File: src/rtl/in_channel_if.sv
// Loader and executor handshake bundle for the input channel.
// master = loader/executor side, slave = the channel itself.
interface in_channel_if #(
    parameter int MemoryElementWidth = 12,
    parameter int NIn = 16,
    parameter int CW = $clog2(NIn + 1)
);
    logic                          loadValid;
    logic [MemoryElementWidth-1:0] loadData;
    logic                          loadReady;
    logic                          inRead;
    logic [MemoryElementWidth-1:0] inData;
    logic                          inDataValid;
    logic [CW-1:0]                 inSize;
    logic                          inEmpty;
    logic                          inFull;
    logic                          underflow;

    modport master (
        output loadValid, loadData, inRead,
        input  loadReady, inData, inDataValid, inSize, inEmpty, inFull, underflow
    );

    modport slave (
        input  loadValid, loadData, inRead,
        output loadReady, inData, inDataValid, inSize, inEmpty, inFull, underflow
    );
endinterface

File: src/rtl/in_channel.sv
// Input channel: circular word buffer filled by the loader and drained by the
// `in` instruction, with occupancy reporting for `inSize`.
module in_channel #(
    parameter int MemoryElementWidth = 12,
    parameter int NIn = 16,
    parameter int CW = $clog2(NIn + 1)
) (
    input logic         clock,
    input logic         reset,
    in_channel_if.slave ch
);
    localparam int PW = $clog2(NIn);

    logic [MemoryElementWidth-1:0] mem [NIn];
    logic [PW-1:0]                 wp;
    logic [PW-1:0]                 rp;
    logic [CW-1:0]                 count;
    logic                          pushOk;
    logic                          popOk;

    assign ch.inSize    = count;
    assign ch.inEmpty   = (count == '0);
    assign ch.inFull    = (count == CW'(NIn));
    assign ch.loadReady = !ch.inFull;

    assign pushOk = ch.loadValid && ch.loadReady;
    assign popOk  = ch.inRead && (count != '0);

    // Storage has no reset so it can map onto plain RAM; reset only gates writes.
    always_ff @(posedge clock) begin
        if (!reset && pushOk) begin
            mem[wp] <= ch.loadData;
        end
    end

    always_ff @(posedge clock) begin
        if (reset) begin
            wp             <= '0;
            rp             <= '0;
            count          <= '0;
            ch.inData      <= '0;
            ch.inDataValid <= 1'b0;
            ch.underflow   <= 1'b0;
        end else begin
            if (pushOk) begin
                wp <= (wp == PW'(NIn - 1)) ? '0 : wp + PW'(1);
            end

            ch.inDataValid <= ch.inRead;
            if (ch.inRead) begin
                if (popOk) begin
                    ch.inData <= mem[rp];
                    rp        <= (rp == PW'(NIn - 1)) ? '0 : rp + PW'(1);
                end else begin
                    // Exhausted input reads as zero, as the old inMem path did.
                    ch.inData    <= '0;
                    ch.underflow <= 1'b1;
                end
            end

            unique case ({pushOk, popOk})
                2'b10:   count <= count + CW'(1);
                2'b01:   count <= count - CW'(1);
                default: count <= count;
            endcase
        end
    end
endmodule

File: src/flat_wrapper.sv
// flat-port wrapper written by rule: the top's interface ports become plain ports
module in_channel_flat 
#(
    parameter int MemoryElementWidth = 12,
    parameter int NIn = 16,
    parameter int CW = $clog2(NIn + 1)
)
  (clock, reset, ch_loadValid, ch_loadData, ch_inRead, ch_loadReady, ch_inData, ch_inDataValid, ch_inSize, ch_inEmpty, ch_inFull, ch_underflow);
  in_channel_if #(.MemoryElementWidth(MemoryElementWidth), .NIn(NIn), .CW(CW)) ch_i ();
  input logic clock;
  input logic reset;
  input wire logic [$bits(ch_i.loadValid)-1:0] ch_loadValid;
  input wire logic [$bits(ch_i.loadData)-1:0] ch_loadData;
  input wire logic [$bits(ch_i.inRead)-1:0] ch_inRead;
  output wire logic [$bits(ch_i.loadReady)-1:0] ch_loadReady;
  output wire logic [$bits(ch_i.inData)-1:0] ch_inData;
  output wire logic [$bits(ch_i.inDataValid)-1:0] ch_inDataValid;
  output wire logic [$bits(ch_i.inSize)-1:0] ch_inSize;
  output wire logic [$bits(ch_i.inEmpty)-1:0] ch_inEmpty;
  output wire logic [$bits(ch_i.inFull)-1:0] ch_inFull;
  output wire logic [$bits(ch_i.underflow)-1:0] ch_underflow;
  assign ch_i.loadValid = ch_loadValid;
  assign ch_i.loadData = ch_loadData;
  assign ch_i.inRead = ch_inRead;
  assign ch_loadReady = ch_i.loadReady;
  assign ch_inData = ch_i.inData;
  assign ch_inDataValid = ch_i.inDataValid;
  assign ch_inSize = ch_i.inSize;
  assign ch_inEmpty = ch_i.inEmpty;
  assign ch_inFull = ch_i.inFull;
  assign ch_underflow = ch_i.underflow;
  in_channel #(.MemoryElementWidth(MemoryElementWidth), .NIn(NIn), .CW(CW)) u_core (.clock(clock), .reset(reset), .ch(ch_i));
endmodule
File: config.mk
export PLATFORM = sky130hd
export DESIGN_NAME = in_channel_flat
export DESIGN_NICKNAME = d
export VERILOG_FILES = /design/src/rtl/in_channel_if.sv /design/src/rtl/in_channel.sv /design/src/flat_wrapper.sv
export SDC_FILE = /design/constraint.sdc
export NUM_CORES = 1
export LEC_CHECK = 0
export ABC_AREA = 1
export BUFFER_PORTS_ARGS = -buffer_cell sky130_fd_sc_hd__buf_2
export CAP_MARGIN = 30
export CORE_MARGIN = 10
export CORE_UTILIZATION = 33
export DETAILED_ROUTE_END_ITERATION = 8
export GPL_ROUTABILITY_DRIVEN = 0
export SETUP_SLACK_MARGIN = 0.2
export SYNTH_ARGS = -nofsm -noshare
export SYNTH_HDL_FRONTEND = slang
export SYNTH_SLANG_ARGS = --single-unit
File: constraint.sdc
create_clock -name clock -period 5.35 [get_ports clock]
set_input_delay 1.07 -clock clock [delete_from_list [all_inputs] [get_ports clock]]
set_output_delay 1.07 -clock clock [all_outputs]
set_load 0.02 [all_outputs]
-- Word-level counts from Yosys, hierarchy flattened
Memory sizes are Yosys's and may differ from the RTL's. A register that Yosys moved wholly into a read port is not among the register bits.
Index checks and enable logic that the tools add are counted.
- register bits: 27
- bits in latches: 0
- RAM bits: 192
- memory bits (read-only): 0
- input port bits: 16
- logic and storage cells: 35
- memories kept: 1
- memories (memory ; words ; bits a word ; rd ports ; clocked after memory_dff ; write ports ; RTL line ; text):
    u_core.mem ; 16 ; 12 ; 1 ; 1 ; 1 ; in_channel.sv:14 ; logic [MemoryElementWidth-1:0] mem [NIn];
- $add $sub $neg: 4
- multiply operators: 0
- div/mod/pow operators: 0
- order comparisons: 0
- equal/unequal tests: 5
- shifts and indexed selects: 0
- multiplexer cells: 8
- bitwise operators: 1
- reductions and logical operators: 10
- operators with widths (cell ; number):
    two-way mux 4 bit ; 4
    two-way mux 12 bit ; 1
    case mux 5 bit (2 select lines) ; 1
    adder 4 x 1 -> 4 bit (second input constant) ; 2
    equality test 4 bit (second input constant) ; 2
    adder 5 x 1 -> 5 bit (second input constant) ; 1
    equality test 5 bit (second input constant) ; 1
    logical NOT 5 bit ; 1
    nonzero test 5 bit ; 1
    subtractor 5 x 1 -> 5 bit (second input constant) ; 1
    AND reduction 2 bit ; 2
    logical AND 1 bit ; 3
    equality test 2 x 1 -> 1 bit (second input constant) ; 1
    equality test 2 bit (second input constant) ; 1
    logical NOT 1 bit ; 2
    two-way mux 1 bit ; 2
    nonzero test 2 bit ; 1
    inverter 1 bit ; 1

-- Longest topological paths before layout
Gate-level depths: netlist of run 1.
- depth after elaboration: 6
- mapped depth: 14
- mapped depth without buffers: 13

-- Worst setup path after synthesis of run 1
No wires, ideal clock.
- path kind: input to register
- start: input ch_inRead
- end: register u_core.count[4] (netlist: u_core.ch.inSize[4])
- setup time: 113 ps
- arrival time: 2603 ps
- required time: 5237 ps
- slack: 2634 ps
- stages: 11
- cell sequence: nand2_1 inv_1 buf_2 ha_1 fa_1 nand3_1 nand2_1 a21oi_1 o21ai_0 nor2_1 nor2_1
- longest elaborated chain between the ends: 3
- elaborated cells on any way between the ends: 5
- RTL lines (element ; RTL line ; text):
    from (decl) ; flat_wrapper.sv:14 ; input wire logic [$bits(ch_i.inRead)-1:0] ch_inRead;
    logical AND 1 bit * ; in_channel.sv:27 ; assign popOk = ch.inRead && (count != '0);
    equality test 2 x 1 -> 1 bit / equality test 2 bit (equally long branches) ; in_channel.sv:61 ; unique case ({pushOk, popOk})
    case mux 5 bit (2 select lines) / nonzero test 2 bit (equally long branches) ; -- ;
    to (signal assigned) ; in_channel.sv:62 ; 2'b10: count <= count + CW'(1);
    to (signal assigned) ; in_channel.sv:63 ; 2'b01: count <= count - CW'(1);
    to (signal assigned) ; in_channel.sv:64 ; default: count <= count;
    to (decl) ; in_channel.sv:17 ; logic [CW-1:0] count;
Every way passes the cells marked *; elsewhere a longest branch is shown, timed or not.
A chain may end at the register's enable or synchronous reset.

==> results of run 1 <==
## power groups by stage
stage               registers (W)  logic (W)  clock network [W]
floorplan                 0.00210   0.000784                  0
global placement          0.00213    0.00111                  0
detailed placement        0.00209    0.00118                  0
CTS                       0.00205    0.00118            0.00171
global route              0.00206    0.00132            0.00177
finish                    0.00205    0.00118            0.00168
## cells in the mapped netlist
master / n
nand2_1: 318
edfxtp_1: 192
inv_1: 165
nand3_1: 136
dfxtp_1: 31
nor2_1: 26
a21oi_1: 23
buf_2: 19
clkbuf_1: 11
ha_1: 9
o21ai_0: 8
buf_1: 6
buf_6: 6
nor3_1: 5
xor2_1: 5
nand2_2: 2
nand4_1: 2
buf_4: 1
fa_1: 1
inv_2: 1
o21ai_1: 1
or2_2: 1
## worst max-delay path by stage
stage	startpoint	endpoint	slack, ps	depth (start not counted)
3_5_place_dp	ch_inRead	u_core.ch.inSize[4]	2300	11
6_report	register	u_core.ch.inData[10]	2520	10
3_3_place_gp	reset	u_core.mem[0][10]	2310	4
4_1_cts	register	u_core.ch.inData[7]	2520	10
2_1_floorplan	ch_inRead	u_core.ch.inSize[4]	2630	11
5_1_grt	register	u_core.ch.inData[4]	2340	10
## metrics by stage
stage	worst slack, ps	power (W)
floorplan	2630	0.00288
global placement	2310	0.00324
detailed placement	2300	0.00327
CTS	2520	0.00494
global route	2340	0.00515
finish	2520	0.00491
## worst max-delay path, stage by stage, from the launching register on
cell	delay, ps
dfxtp_4	490
buf_16	260
inv_2	270
buf_4	760
nand2_1	130
nand3_1	110
nand3_1	120
nand2_1	170
nand2_1	140
nand3_1	130
a21oi_1	70
## flip-flops by register name, summed over array words and instances, names as in the netlist, named ones only
| register | flops |
|---|---|
| u_core.mem | 192 |
| u_core.ch.inData | 12 |
| u_core.ch.inSize | 5 |
| u_core.rp | 4 |
| u_core.wp | 4 |
| u_core.ch.inDataValid | 1 |
| u_core.ch.underflow | 1 |
## routing by layer
metal	vias up	track usage	wire (µm)
li1	3194	-	-
met3	40	0.0225	1610
met5	-	0	0
met1	3067	0.169	10300
met4	0	0.0427	636
met2	208	0.208	10800
## cell families (layout without fill, tap and decap cells)
group,Yosys count,count (layout),synth area share
compound gates,32,32,0.0167
xor+xnor,5,5,0.00456
fa+ha+maj,10,10,0.0138
simple gates,490,490,0.211
flops,223,223,0.665
buf+inv,209,268,0.0892
## placed cells by master, fill, tap and decap left out, drive strengths merged
| master | Yosys | routed |
|---|---|---|
| bufinv | 0 | 2 |
| or2 | 1 | 1 |
| edfxtp | 192 | 192 |
| inv | 166 | 166 |
| dfxtp | 31 | 31 |
| nand4 | 2 | 2 |
| clkbuf | 11 | 36 |
| clkinv | 0 | 6 |
| ha | 9 | 9 |
| fa | 1 | 1 |
| nand3 | 136 | 136 |
| nor3 | 5 | 5 |
| a21oi | 23 | 23 |
| xor2 | 5 | 5 |
| nor2 | 26 | 26 |
| o21ai | 9 | 9 |
| buf | 32 | 58 |
| nand2 | 320 | 320 |
## cell type report
class,count,area (µm²)
fill,2782,17600
sequential,223,6390
multi-input combinational,537,2380
clock buffer,36,717
inverter,166,623
tap,384,480
timing repair buffer,58,400
clock inverter,8,87.6
==> flow_metrics.tcl, run 1 <==
set metrics [dict create \
    status "finished clean" \
    drt-initial-drc-count 741 \
    finalSetupTns_ps 0 \
    synth_top_area_share 0.600 \
    finalNonFillerCells 1412 \
    h-tree-depth 1 \
    die_w_um 191 \
    synth_fp_nets 995 \
    finalCritPeriodShare 0.529 \
    grt_pass1_vias 6379 \
    core_area_mm2 0.0287 \
    drive_gt1_frac 0.101 \
    pwr-share-seq 0.418 \
    min-delay-start "u_core.ch.inData[11]" \
    dpl-instance-area_mm2 0.0103 \
    num_rows 62 \
    io_buffers 37 \
    arrival_ps 3210 \
    overflow 0 \
    synth_largest_area_cell "edfxtp_1" \
    hold_depth 2 \
    post-route-util 0.386 \
    firstDrtPassIters 5 \
    critPathRequiredTime_ps 5730 \
    cap_violations 0 \
    ant_nets 0 \
    finalHoldViolations 0 \
    hold_slack_ps 459 \
    syn_area_mm2 0.00961 \
    route.detailed.drc 0 \
    rsz0062_at_grt "no" \
    cts_tree "built" \
    root_buffer "clkbuf_16" \
    cts_resized 0 \
    reg2regPathDepth 10 \
    die_h_um 191 \
    min_path_type "register to register" \
    p_sw_w 0.00157 \
    yosys_warnings 0 \
    grt_antenna_before_repair 0 \
    grt_start_max_net_pins 81 \
    clock_latency_ps 510 \
    syn_area_per_cell_um2 9.92 \
    num_antenna_cells 0 \
    yosys_register_bits 223 \
    slew-limit-headroom 0.402 \
    boundaryPins 38 \
    fin_crit_ps 2830 \
    wl_per_cell_um 16.5 \
    crit_path_end_kind "register" \
    cts.clk_slew.worst_paths_ps 60 \
    reg2reg_slack_ps 2520 \
    design_area_mm2 0.0111 \
    synth-seq-area-share 0.665 \
    via_per_inst 4.61 \
    start_util 0.335 \
    grt.total_usage 0.128 \
    cp_max_fo 80 \
    grt_pass1_wl_um 36200 \
    synth_top_cells_by_area "edfxtp_1 60%, nand2_1 12%, nand3_1 7.1%" \
    rr_endpoint "u_core.ch.inData[10]" \
    synth.distinct_cells 22 \
    p_comb_frac 0.241 \
    max_freq_ghz 0.353 \
    cts_sinks 223 \
    dpl.cell_count 1367 \
    dp.final_hpwl_um 14500 \
    p_leak_nw 4.75 \
    worst_slew_pin_slew_ps 897 \
    syn-instance-count 969 \
    slew_violations 0 \
    power_density_mw_per_mm2 443 \
    vias 6509 \
    min_to "u_core.ch.inData[11]" \
    cts_setup_buffers 0 \
    cts.path.max_buffers 3 \
    finClkSkew_ps 11.8 \
    p_sw_frac 0.321 \
    cts_hold_buf 0 \
    power.internal_w 0.00333 \
    critPathKind "register to register" \
    setup_viol 0 \
    area_delta_synth_final_pct 15.4 \
    routed_wl_um 23400 \
    final_net_count 1036 \
    cts_made_buffers 24 \
    die_area_mm2 0.0363 \
    startpoint_type "register" \
    clockPowerShare 0.341 \
    irDropWorstVdd_v 0.000227 \
]
No activity file was read; power rests on OpenSTA's default activity.
==> run 2, diff against run 1 <==
==> constraint.sdc (replaced) <==
create_clock -name clock -period 2.8 [get_ports clock]
set_input_delay 0.56 -clock clock [delete_from_list [all_inputs] [get_ports clock]]
set_output_delay 0.56 -clock clock [all_outputs]
set_load 0.02 [all_outputs]
==> flow_metrics.tcl, run 2 (synthesized netlist as in run 1, its figures left out) <==
set metrics [dict create \
    rr_endpoint "u_core.ch.inSize[4]" \
    drive_gt1_frac 0.105 \
    largest_register "u_core.mem" \
    finalCritPeriodShare 0.804 \
    boundaryPins 38 \
    finalSetupTns_ps 0 \
    seqCellArea_mm2 0.00639 \
    crit_path_end_kind "register" \
    hold_depth 3 \
    cpMostUsedCell "nand2_1" \
    cts_tree "built" \
    area_delta_synth_final_pct 15.2 \
    startpoint_type "register" \
    reg2reg_slack_ps 550 \
    grt_pass1_vias 6331 \
    min-delay-start "ch_inRead" \
    via_per_inst 4.55 \
    finalHoldViolations 0 \
    layout_common_cells "317 x nand2_1, 192 x edfxtp_1, 165 x inv_1, 136 x nand3_1, 37 x buf_2" \
    cp_max_fo 6 \
    firstDrtPassIters 4 \
    crit_chain "nor2_1 > nand4_1 > nand2_2 > inv_1 > ha_1 > fa_1 > nand3_1 > nand2_1 > o21ai_0 > nand2_1 > nand2_1 > nor2_1" \
    min_path_type "input pin to register" \
    ant_nets 0 \
    rsz0062_at_grt "no" \
    cts_made_buffers 25 \
    die_h_um 191 \
    finClkSkew_ps 9.52 \
    setup_viol 0 \
    dpl-instance-area_mm2 0.0103 \
    num_rows 62 \
    grt_pass1_wl_um 35400 \
    irDropWorstVdd_v 0.000471 \
    num_antenna_cells 0 \
    cts.clk_slew.worst_paths_ps 60 \
    io_buffers 37 \
    cpPeakStageDelay_ps 420 \
    power_density_mw_per_mm2 834 \
    crit_slowest_cell "fa_1" \
    h-tree-depth 1 \
    grt_start_max_net_pins 97 \
    routed_wl_um 22300 \
    wl_per_cell_um 15.7 \
    multi_input_area_mm2 0.00239 \
    cts_sinks 223 \
    cts.path.max_buffers 3 \
    crit_cells 12 \
    num-fill-cells 2847 \
    p_leak_nw 4.76 \
    grt.total_usage 0.123 \
    die_area_mm2 0.0363 \
    crit_family "simple AND/OR/NAND/NOR gates" \
    reg2regPathDepth 12 \
    reg2reg_from "u_core.ch.inSize[0]" \
    start_util 0.335 \
    vias 6466 \
    root_buffer "clkbuf_16" \
    core_area_mm2 0.0287 \
    max_freq_ghz 0.444 \
    cap_violations 0 \
    arrival_ps 2670 \
    slew_violations 0 \
    crit_buf_inv 1 \
    final_net_count 1044 \
    critPathRequiredTime_ps 3220 \
    largest_reg_flops 192 \
    grt_antenna_before_repair 0 \
    min_to "u_core.ch.underflow" \
    overflow 0 \
    drt-initial-drc-count 448 \
    layout_commonest_cell "nand2_1" \
    dp.final_hpwl_um 13500 \
    worst_slew_pin_slew_ps 640 \
    design_area_mm2 0.0111 \
    fin_crit_ps 2250 \
    clock_latency_ps 520 \
    route.detailed.drc 0 \
    critPathKind "register to register" \
    die_w_um 191 \
    status "finished clean" \
    slew-limit-headroom 0.573 \
]
## run 2: worst max-delay path by stage
stage | slack (ps) | start | end
floorplan | 330 | u_core.ch.inSize[1] | u_core.mem[15][0]
global placement | 570 | ch_inRead | u_core.ch.inSize[4]
detailed placement | 510 | u_core.ch.inSize[0] | u_core.ch.inSize[4]
CTS | 500 | u_core.ch.inSize[0] | u_core.ch.inSize[4]
global route | 240 | u_core.ch.inSize[0] | u_core.ch.inSize[4]
finish | 550 | u_core.ch.inSize[0] | u_core.ch.inSize[4]
## run 2: worst min-delay path, delay by kind of cell
family                 cells  cell delay (ps)
buffers and inverters      1              110
and+or+nand+nor            1               70
AOI/OAI and AO/OA          1               60
## run 2: power breakdown
group | switching, W | internal (W) | total (W)
combinational | 0.00157 | 0.000679 | 0.00225
clock | 0.00126 | 0.00183 | 0.00308
sequential | 0.000131 | 0.00376 | 0.00389
## run 2: cell type report
cell class / instances / share of cell area
inverters: 166 / 0.0563
well taps: 384 / 0.0434
clock inverters: 12 / 0.0101
flip-flops and latches: 223 / 0.577
multi-input cells: 537 / 0.216
clock buffers: 33 / 0.0592
repair buffers: 65 / 0.0380
## run 2: through the flow
step	instances	worst slack, ps	utilization	hold slack [ps]	power, W
4_1_cts	1420	504	0.386	284	0.00932
6_report	1420	549	0.386	310	0.00923
2_1_floorplan	969	329	-	447	0.00551
3_3_place_gp	1375	572	0.359	446	0.00619
5_1_grt	1420	244	0.386	371	0.00974
3_5_place_dp	1375	505	0.359	449	0.00622
## run 2: per-layer routing
layer / vias to the layer above / GRT usage / wire length, µm
met5: - / 0 / 0
met4: 0 / 0.0318 / 512
met3: 34 / 0.0216 / 1240
met2: 154 / 0.200 / 10400
met1: 3076 / 0.166 / 10200
li1: 3202 / - / -
## run 2: timing repair
action | 4_1_cts | 5_1_grt
hold endpoints to repair | 0 | 0
hold buffers | 0 | 0
resized for setup | 0 | 1
endpoints found under the setup margin | 0 | 1
setup buffers | 0 | 0
